--- src/rtl/inverse_zigzag_pkg.sv ---
// Shared JPEG constants for the inverse zigzag block: coefficient width default,
// block dimension and the raster-to-scan-position table.
package inverse_zigzag_pkg;

    localparam int unsigned BW_DEFAULT = 8;
    localparam int unsigned BLK_DIM    = 8;
    localparam int unsigned BLK_SIZE   = BLK_DIM * BLK_DIM;

    // Entry [8*row + col] is the zigzag scan position of raster coefficient (row, col).
    localparam int unsigned ZZ_POS [BLK_SIZE] = '{
         0,  1,  5,  6, 14, 15, 27, 28,
         2,  4,  7, 13, 16, 26, 29, 42,
         3,  8, 12, 17, 25, 30, 41, 43,
         9, 11, 18, 24, 31, 40, 44, 53,
        10, 19, 23, 32, 39, 45, 52, 54,
        20, 22, 33, 38, 46, 51, 55, 60,
        21, 34, 37, 47, 50, 56, 59, 61,
        35, 36, 48, 49, 57, 58, 62, 63
    };

    function automatic logic [5:0] zz_pos(input logic [2:0] row, input logic [2:0] col);
        return 6'(ZZ_POS[{row, col}]);
    endfunction

endpackage

--- src/rtl/coeff_bank.sv ---
// One 64-coefficient bank: eight coefficients written per beat, whole block read flat.
// Flat read layout: scan position p occupies o_coeffs[p*BW +: BW].
module coeff_bank
    import inverse_zigzag_pkg::*;
#(
    parameter int unsigned BW = BW_DEFAULT
) (
    input  logic                   i_clk,
    input  logic                   i_we,
    input  logic [2:0]             i_beat,
    input  logic [BLK_DIM*BW-1:0]  i_data,
    output logic [BLK_SIZE*BW-1:0] o_coeffs
);

    logic [BW-1:0] mem_q [BLK_SIZE];

    // MSB lane of a beat carries the lowest scan position of that beat.
    always_ff @(posedge i_clk) begin
        if (i_we) begin
            for (int c = 0; c < BLK_DIM; c++) begin
                mem_q[{i_beat, 3'(c)}] <= i_data[(BLK_DIM-1-c)*BW +: BW];
            end
        end
    end

    for (genvar p = 0; p < BLK_SIZE; p++) begin : g_flat
        assign o_coeffs[p*BW +: BW] = mem_q[p];
    end

endmodule

--- src/rtl/inverse_zigzag.sv ---
// Ping-pong inverse zigzag: accepts eight zigzag-ordered beats per block and emits
// the block as eight raster rows, column 0 in the MSB lane.
module inverse_zigzag
    import inverse_zigzag_pkg::*;
#(
    parameter int unsigned BW = BW_DEFAULT
) (
    input  logic                  i_clk,
    input  logic                  i_Reset,
    input  logic [BLK_DIM*BW-1:0] i_data,
    input  logic                  i_valid,
    output logic                  o_ready,
    output logic [BLK_DIM*BW-1:0] o_data,
    output logic                  o_valid,
    output logic                  o_last,
    input  logic                  i_ready
);

    logic [2:0] wr_cnt_q, wr_cnt_d;
    logic       wr_ptr_q, wr_ptr_d;
    logic [2:0] rd_cnt_q, rd_cnt_d;
    logic       rd_ptr_q, rd_ptr_d;
    logic [1:0] full_q, full_d;

    logic                   in_fire;
    logic                   out_fire;
    logic [1:0]             bank_we;
    logic [BLK_SIZE*BW-1:0] bank0_flat;
    logic [BLK_SIZE*BW-1:0] bank1_flat;
    logic [BLK_SIZE*BW-1:0] rd_flat;

    assign o_ready  = ~full_q[wr_ptr_q];
    assign o_valid  = full_q[rd_ptr_q];
    assign o_last   = o_valid & (rd_cnt_q == 3'd7);
    assign in_fire  = i_valid & o_ready;
    assign out_fire = o_valid & i_ready;
    assign bank_we  = {in_fire & wr_ptr_q, in_fire & ~wr_ptr_q};
    assign rd_flat  = rd_ptr_q ? bank1_flat : bank0_flat;

    coeff_bank #(
        .BW (BW)
    ) u_bank0 (
        .i_clk    (i_clk),
        .i_we     (bank_we[0]),
        .i_beat   (wr_cnt_q),
        .i_data   (i_data),
        .o_coeffs (bank0_flat)
    );

    coeff_bank #(
        .BW (BW)
    ) u_bank1 (
        .i_clk    (i_clk),
        .i_we     (bank_we[1]),
        .i_beat   (wr_cnt_q),
        .i_data   (i_data),
        .o_coeffs (bank1_flat)
    );

    // Set and clear never target the same bank: a write bank that is also the
    // read bank must be empty, so it cannot be presenting a row.
    always_comb begin
        wr_cnt_d = wr_cnt_q;
        wr_ptr_d = wr_ptr_q;
        rd_cnt_d = rd_cnt_q;
        rd_ptr_d = rd_ptr_q;
        full_d   = full_q;
        if (in_fire) begin
            wr_cnt_d = wr_cnt_q + 3'd1;
            if (wr_cnt_q == 3'd7) begin
                full_d[wr_ptr_q] = 1'b1;
                wr_ptr_d         = ~wr_ptr_q;
            end
        end
        if (out_fire) begin
            rd_cnt_d = rd_cnt_q + 3'd1;
            if (rd_cnt_q == 3'd7) begin
                full_d[rd_ptr_q] = 1'b0;
                rd_ptr_d         = ~rd_ptr_q;
            end
        end
    end

    always_ff @(posedge i_clk or negedge i_Reset) begin
        if (!i_Reset) begin
            wr_cnt_q <= '0;
            wr_ptr_q <= 1'b0;
            rd_cnt_q <= '0;
            rd_ptr_q <= 1'b0;
            full_q   <= '0;
        end else begin
            wr_cnt_q <= wr_cnt_d;
            wr_ptr_q <= wr_ptr_d;
            rd_cnt_q <= rd_cnt_d;
            rd_ptr_q <= rd_ptr_d;
            full_q   <= full_d;
        end
    end

    always_comb begin
        o_data = '0;
        if (o_valid) begin
            for (int c = 0; c < BLK_DIM; c++) begin
                o_data[(BLK_DIM-1-c)*BW +: BW] = rd_flat[zz_pos(rd_cnt_q, 3'(c))*BW +: BW];
            end
        end
    end

endmodule
--- config.mk ---
export PLATFORM = sky130hd
export DESIGN_NAME = inverse_zigzag
export DESIGN_NICKNAME = d
export VERILOG_FILES = /design/src/rtl/inverse_zigzag_pkg.sv /design/src/rtl/coeff_bank.sv /design/src/rtl/inverse_zigzag.sv
export SDC_FILE = /design/constraint.sdc
export NUM_CORES = 2
export LEC_CHECK = 0
export ABC_CLOCK_PERIOD_IN_PS = 10300
export BUFFER_PORTS_ARGS = -buffer_cell sky130_fd_sc_hd__buf_4
export CORE_MARGIN = 2
export CORE_UTILIZATION = 35
export DETAILED_ROUTE_END_ITERATION = 8
export HOLD_SLACK_MARGIN = 0.02
export PLACE_DENSITY_LB_ADDON = 0.2
export SETUP_SLACK_MARGIN = 0.15
export SYNTH_ARGS = -nofsm -noshare
export SYNTH_HDL_FRONTEND = slang
export SYNTH_SLANG_ARGS = --single-unit
--- constraint.sdc ---
create_clock -name i_clk -period 10.3 [get_ports i_clk]
set_input_delay 0.515 -clock i_clk [delete_from_list [all_inputs] [get_ports i_clk]]
set_output_delay 0.515 -clock i_clk [all_outputs]
set_load 0.05 [all_outputs]
==> impl_results.html <==
<table>
<tr><th>Metric</th><th>Value</th></tr>
<tr><th colspan="2">Run status</th></tr>
<tr><td>Result of the run</td><td>finished with violations</td></tr>
<tr><td>Failing checks</td><td>max-capacitance violations, max-slew violations</td></tr>
<tr><th colspan="2">Finish</th></tr>
<tr><td>Fraction of layout instances using a drive strength above 1</td><td>20.6%</td></tr>
<tr><td>Commonest cells after routing, fill and taps aside</td><td>1024 x edfxtp_1, 688 x nand2_1, 460 x mux2i_1</td></tr>
<tr><td>Most common cell after layout, fill and taps aside</td><td>edfxtp_1</td></tr>
<tr><td>FILL cells</td><td>16798</td></tr>
<tr><td>Count of nets after finishing</td><td>5311</td></tr>
<tr><td>Area Overhead vs Synth</td><td>11.4%</td></tr>
<tr><th colspan="2">Worst setup path</th></tr>
<tr><td>Crit start category</td><td>register</td></tr>
<tr><td>Cell repeated most along the worst path</td><td>buf_4</td></tr>
<tr><td>Buffers and inverters on the worst path</td><td>5</td></tr>
<tr><td>Highest cell delay on the worst timing path</td><td>0.90 ns</td></tr>
<tr><td>Dominant delay contributor by cell family on the critical path</td><td>buffers and inverters</td></tr>
<tr><td>Type of destination of the critical path</td><td>output pin</td></tr>
<tr><td>Crit Path Category</td><td>reg2out</td></tr>
<tr><td>Crit path max fanout</td><td>44</td></tr>
<tr><td>Cells along the critical path</td><td>inv_2 &gt; ha_2 &gt; buf_4 &gt; nand2b_2 &gt; buf_4 &gt; nand2_4 &gt; buf_4 &gt; nand2_1 &gt; a311oi_1 &gt; a31oi_1 &gt; o21ai_0 &gt; a311oi_1 &gt; buf_4</td></tr>
<tr><td>Standard cell with the maximum stage delay on the critical path</td><td>ha_2</td></tr>
<tr><td>Worst Path Arrival</td><td>7.40 ns</td></tr>
<tr><td>Worst endpoint required time</td><td>9.79 ns</td></tr>
<tr><th colspan="2">STA</th></tr>
<tr><td>Final worst path period need</td><td>7.91 ns</td></tr>
<tr><td>Summed negative setup slack over all endpoints</td><td>0 ns</td></tr>
<tr><td>Worst clock skew on the final layout</td><td>0.0433 ns</td></tr>
<tr><td>Post-route fraction of the period consumed by the critical path</td><td>76.8%</td></tr>
<tr><td>Max-slew headroom</td><td>-4.59%</td></tr>
<tr><td>RSZ-0062 raised after global routing</td><td>false</td></tr>
<tr><td>Fmax</td><td>0.126 GHz</td></tr>
<tr><td>Transition time of the tightest slew-check pin</td><td>1.57 ns</td></tr>
<tr><td>Final Max Slew Viols</td><td>5</td></tr>
<tr><td>Number of endpoints failing setup at the final stage</td><td>0</td></tr>
<tr><td>Final Hold Violating Endpoints</td><td>0</td></tr>
<tr><th colspan="2">Clock network</th></tr>
<tr><td>Library cell used as clock root buffer</td><td>clkbuf_16</td></tr>
<tr><td>Number of buffers created by CTS</td><td>112</td></tr>
<tr><td>CTS tree</td><td>done</td></tr>
<tr><td>Deepest clock path buffer count</td><td>3</td></tr>
<tr><td>Cts-stage hold buffer count</td><td>3</td></tr>
<tr><td>Resized Gates After CTS</td><td>0</td></tr>
<tr><td>TritonCTS Sinks</td><td>1034</td></tr>
<tr><td>Latest clock arrival within the worst-skew pair</td><td>0.81 ns</td></tr>
<tr><td>Clock-pin slew on the worst setup and hold paths</td><td>0.06 ns</td></tr>
<tr><td>H-tree depth</td><td>3</td></tr>
<tr><td>Post-CTS setup-driven buffer insertion count</td><td>0</td></tr>
<tr><th colspan="2">Floorplanning</th></tr>
<tr><td>Initial Util</td><td>35.2%</td></tr>
<tr><td>Total number of placement rows</td><td>154</td></tr>
<tr><td>Chip Width</td><td>425 um</td></tr>
<tr><td>Floorplan die area</td><td>181000 um2</td></tr>
<tr><td>I/O pin cnt</td><td>135</td></tr>
<tr><td>Die height</td><td>425 um</td></tr>
<tr><td>Core Region</td><td>176000 um2</td></tr>
<tr><th colspan="2">GRT</th></tr>
<tr><td>Maximum number of pins on one net before global-route repair</td><td>128</td></tr>
<tr><td>Total congestion overflow</td><td>0</td></tr>
<tr><td>Antenna violations before repair</td><td>28</td></tr>
<tr><td>Global-route wire length before repair</td><td>402 mm</td></tr>
<tr><td>Number of global-route vias before repair</td><td>47399</td></tr>
<tr><td>Overall Global Routing Usage</td><td>31.9%</td></tr>
<tr><th colspan="2">Synthesis</th></tr>
<tr><td>Synthesized flop and latch total</td><td>1034</td></tr>
<tr><td>Post-synth EDFFs</td><td>1024</td></tr>
<tr><td>Synth async-reset ratio</td><td>0.967%</td></tr>
<tr><td>Gate count after technology mapping</td><td>5276</td></tr>
<tr><td>Dominant cell type by area after synthesis</td><td>edfxtp_1</td></tr>
<tr><td>Count of different cell masters after synthesis</td><td>78</td></tr>
<tr><td>Share of the yosys chip area belonging to registers</td><td>49.9%</td></tr>
<tr><td>Nets in the synthesized netlist</td><td>5356</td></tr>
<tr><td>Cell types with the largest area share after synthesis</td><td>edfxtp_1 49%, mux4_2 9.8%, mux2i_1 7.6%, mux2_2 4.9%, nand2_1 4.2%</td></tr>
<tr><td>Synthesized area divided by synthesized cell count</td><td>11.8 um2</td></tr>
<tr><td>Yosys warning count</td><td>0</td></tr>
<tr><td>Flip-flop cell with the highest count after synthesis</td><td>edfxtp_1</td></tr>
<tr><td>Portion of synthesized cell area occupied by the leading cell type</td><td>49.5%</td></tr>
<tr><td>Synthesized area</td><td>62100 um2</td></tr>
<tr><th colspan="2">Placement</th></tr>
<tr><td>Buffers on Ports</td><td>134</td></tr>
<tr><td>Last weighted congestion value of the routability-driven placer</td><td>0.974</td></tr>
<tr><td>Detailed Place HPWL</td><td>191 mm</td></tr>
<tr><th colspan="2">Job</th></tr>
<tr><td>Count of max-cap constraint violations</td><td>1</td></tr>
<tr><th colspan="2">Routing</th></tr>
<tr><td>Post-route antenna net violation count</td><td>0</td></tr>
<tr><td>Via total after detailed routing</td><td>51492</td></tr>
<tr><td>Average wire length per cell after detail routing</td><td>38.4 um</td></tr>
<tr><td>Number of remaining DRC errors</td><td>0</td></tr>
<tr><td>Initial DRC count</td><td>8083</td></tr>
<tr><td>Detailed-router iteration count before antenna repair</td><td>6</td></tr>
<tr><td>Detail-routed via count per cell</td><td>6.71</td></tr>
<tr><td>Routed Wire Length</td><td>295 mm</td></tr>
<tr><th colspan="2">Worst hold path</th></tr>
<tr><td>Classification of the worst-slack hold path</td><td>in2reg</td></tr>
</table>
## synthesized netlist by cell type, types with 5 or more instances
| cell type | n |
|---|---|
| edfxtp_1 | 1024 |
| nand2_1 | 692 |
| mux2i_1 | 470 |
| nor2_1 | 422 |
| mux4_2 | 270 |
| mux2_2 | 269 |
| a211oi_1 | 248 |
| a21oi_1 | 206 |
| o211ai_1 | 203 |
| buf_2 | 186 |
| o21ai_0 | 185 |
| nand3_1 | 159 |
| clkbuf_1 | 156 |
| nor3_1 | 101 |
| a31oi_1 | 88 |
| a311oi_1 | 73 |
| buf_4 | 62 |
| buf_1 | 55 |
| o22ai_1 | 35 |
| inv_1 | 33 |
| and3_1 | 21 |
| buf_6 | 21 |
| o221ai_1 | 20 |
| o311ai_0 | 18 |
| o2111ai_1 | 17 |
| a221oi_1 | 16 |
| nand2b_1 | 14 |
| ha_1 | 12 |
| nor2b_1 | 12 |
| a21o_1 | 10 |
| dfrtp_1 | 10 |
| o31ai_1 | 10 |
| or3_1 | 10 |
| a22oi_1 | 9 |
| a311o_1 | 9 |
| a32oi_1 | 9 |
| nand4_1 | 9 |
| a211o_1 | 8 |
| a222oi_1 | 7 |
| a41oi_1 | 7 |
| and2_1 | 6 |
| nor4_1 | 6 |
| o21ai_1 | 6 |
| o21a_1 | 5 |
## worst paths after layout
check,slack (ns),start,to,cells after the start
setup / recovery,2.39,rd_cnt_q[1],o_data[13],13
hold / removal,0.04,i_data[47],u_bank0.mem_q[1][23],1
setup reg to reg,6.47,rd_cnt_q[1],rd_ptr_q,8
hold reg to reg,0.60,wr_cnt_q[1],wr_cnt_q[1],1
max in group asynchronous,9.89,i_Reset,rd_ptr_q,2
min in group asynchronous,0.17,i_Reset,rd_cnt_q[2],2
## routing by layer
layer  up-vias  wire length, um  track usage [%]
li1      20679                -                -
met1     26268           116000             42.4
met2      3674           126000             46.2
met3       857            33900             9.20
met4        14            19500             18.1
met5         -              103                0
## area by class of cell
cell class                      count  area, um2  area share [%]
Timing Repair Buffer              321       2480            3.58
Tap cell                         2340       2930            4.23
Inverter                           35        131           0.190
Multi-Input combinational cell   3727      29200            42.2
Antenna cell                       16       40.0          0.0579
Sequential cell                  1034      31000            44.8
Clock buffer                      142       2940            4.24
Clock inverter                     64        507           0.732
## sequential cells by signal (all words and copies together) (netlist names)
register and cells:
full_q 2, wr_cnt_q 3, u_bank1.mem_q 512, rd_ptr_q 1, u_bank0.mem_q 512, rd_cnt_q 3
wr_ptr_q 1
## logic make-up after synthesis
kind of cell	synth area share (%)
AOI/OAI and AO/OA	13.6
muxes	22.3
xor gates and xnor gates	0.0866
DFF	49.9
adders and majority gates	0.242
buffers and inverters	4.11
and+or+nand+nor	9.78
## per-stage QoR
step / hold WS, ns / utilization, % / instance area (um2) / std cells / setup WS, ns
global route: 0.0245 / 39.2 / 69200 / 7673 / 2.36
finish: 0.0407 / 39.3 / 69200 / 7679 / 2.39
floorplan: 0.219 / - / 62100 / 5276 / 4.61
global placement: 0.400 / 37.3 / 65700 / 7454 / 3.60
CTS: 0.0216 / 39.2 / 69200 / 7663 / 2.69
detailed placement: 0.402 / 37.3 / 65700 / 7454 / 3.54
Power is not shown: default switching activity piles up to over one toggle a cycle in this logic, so the estimate is an artifact.
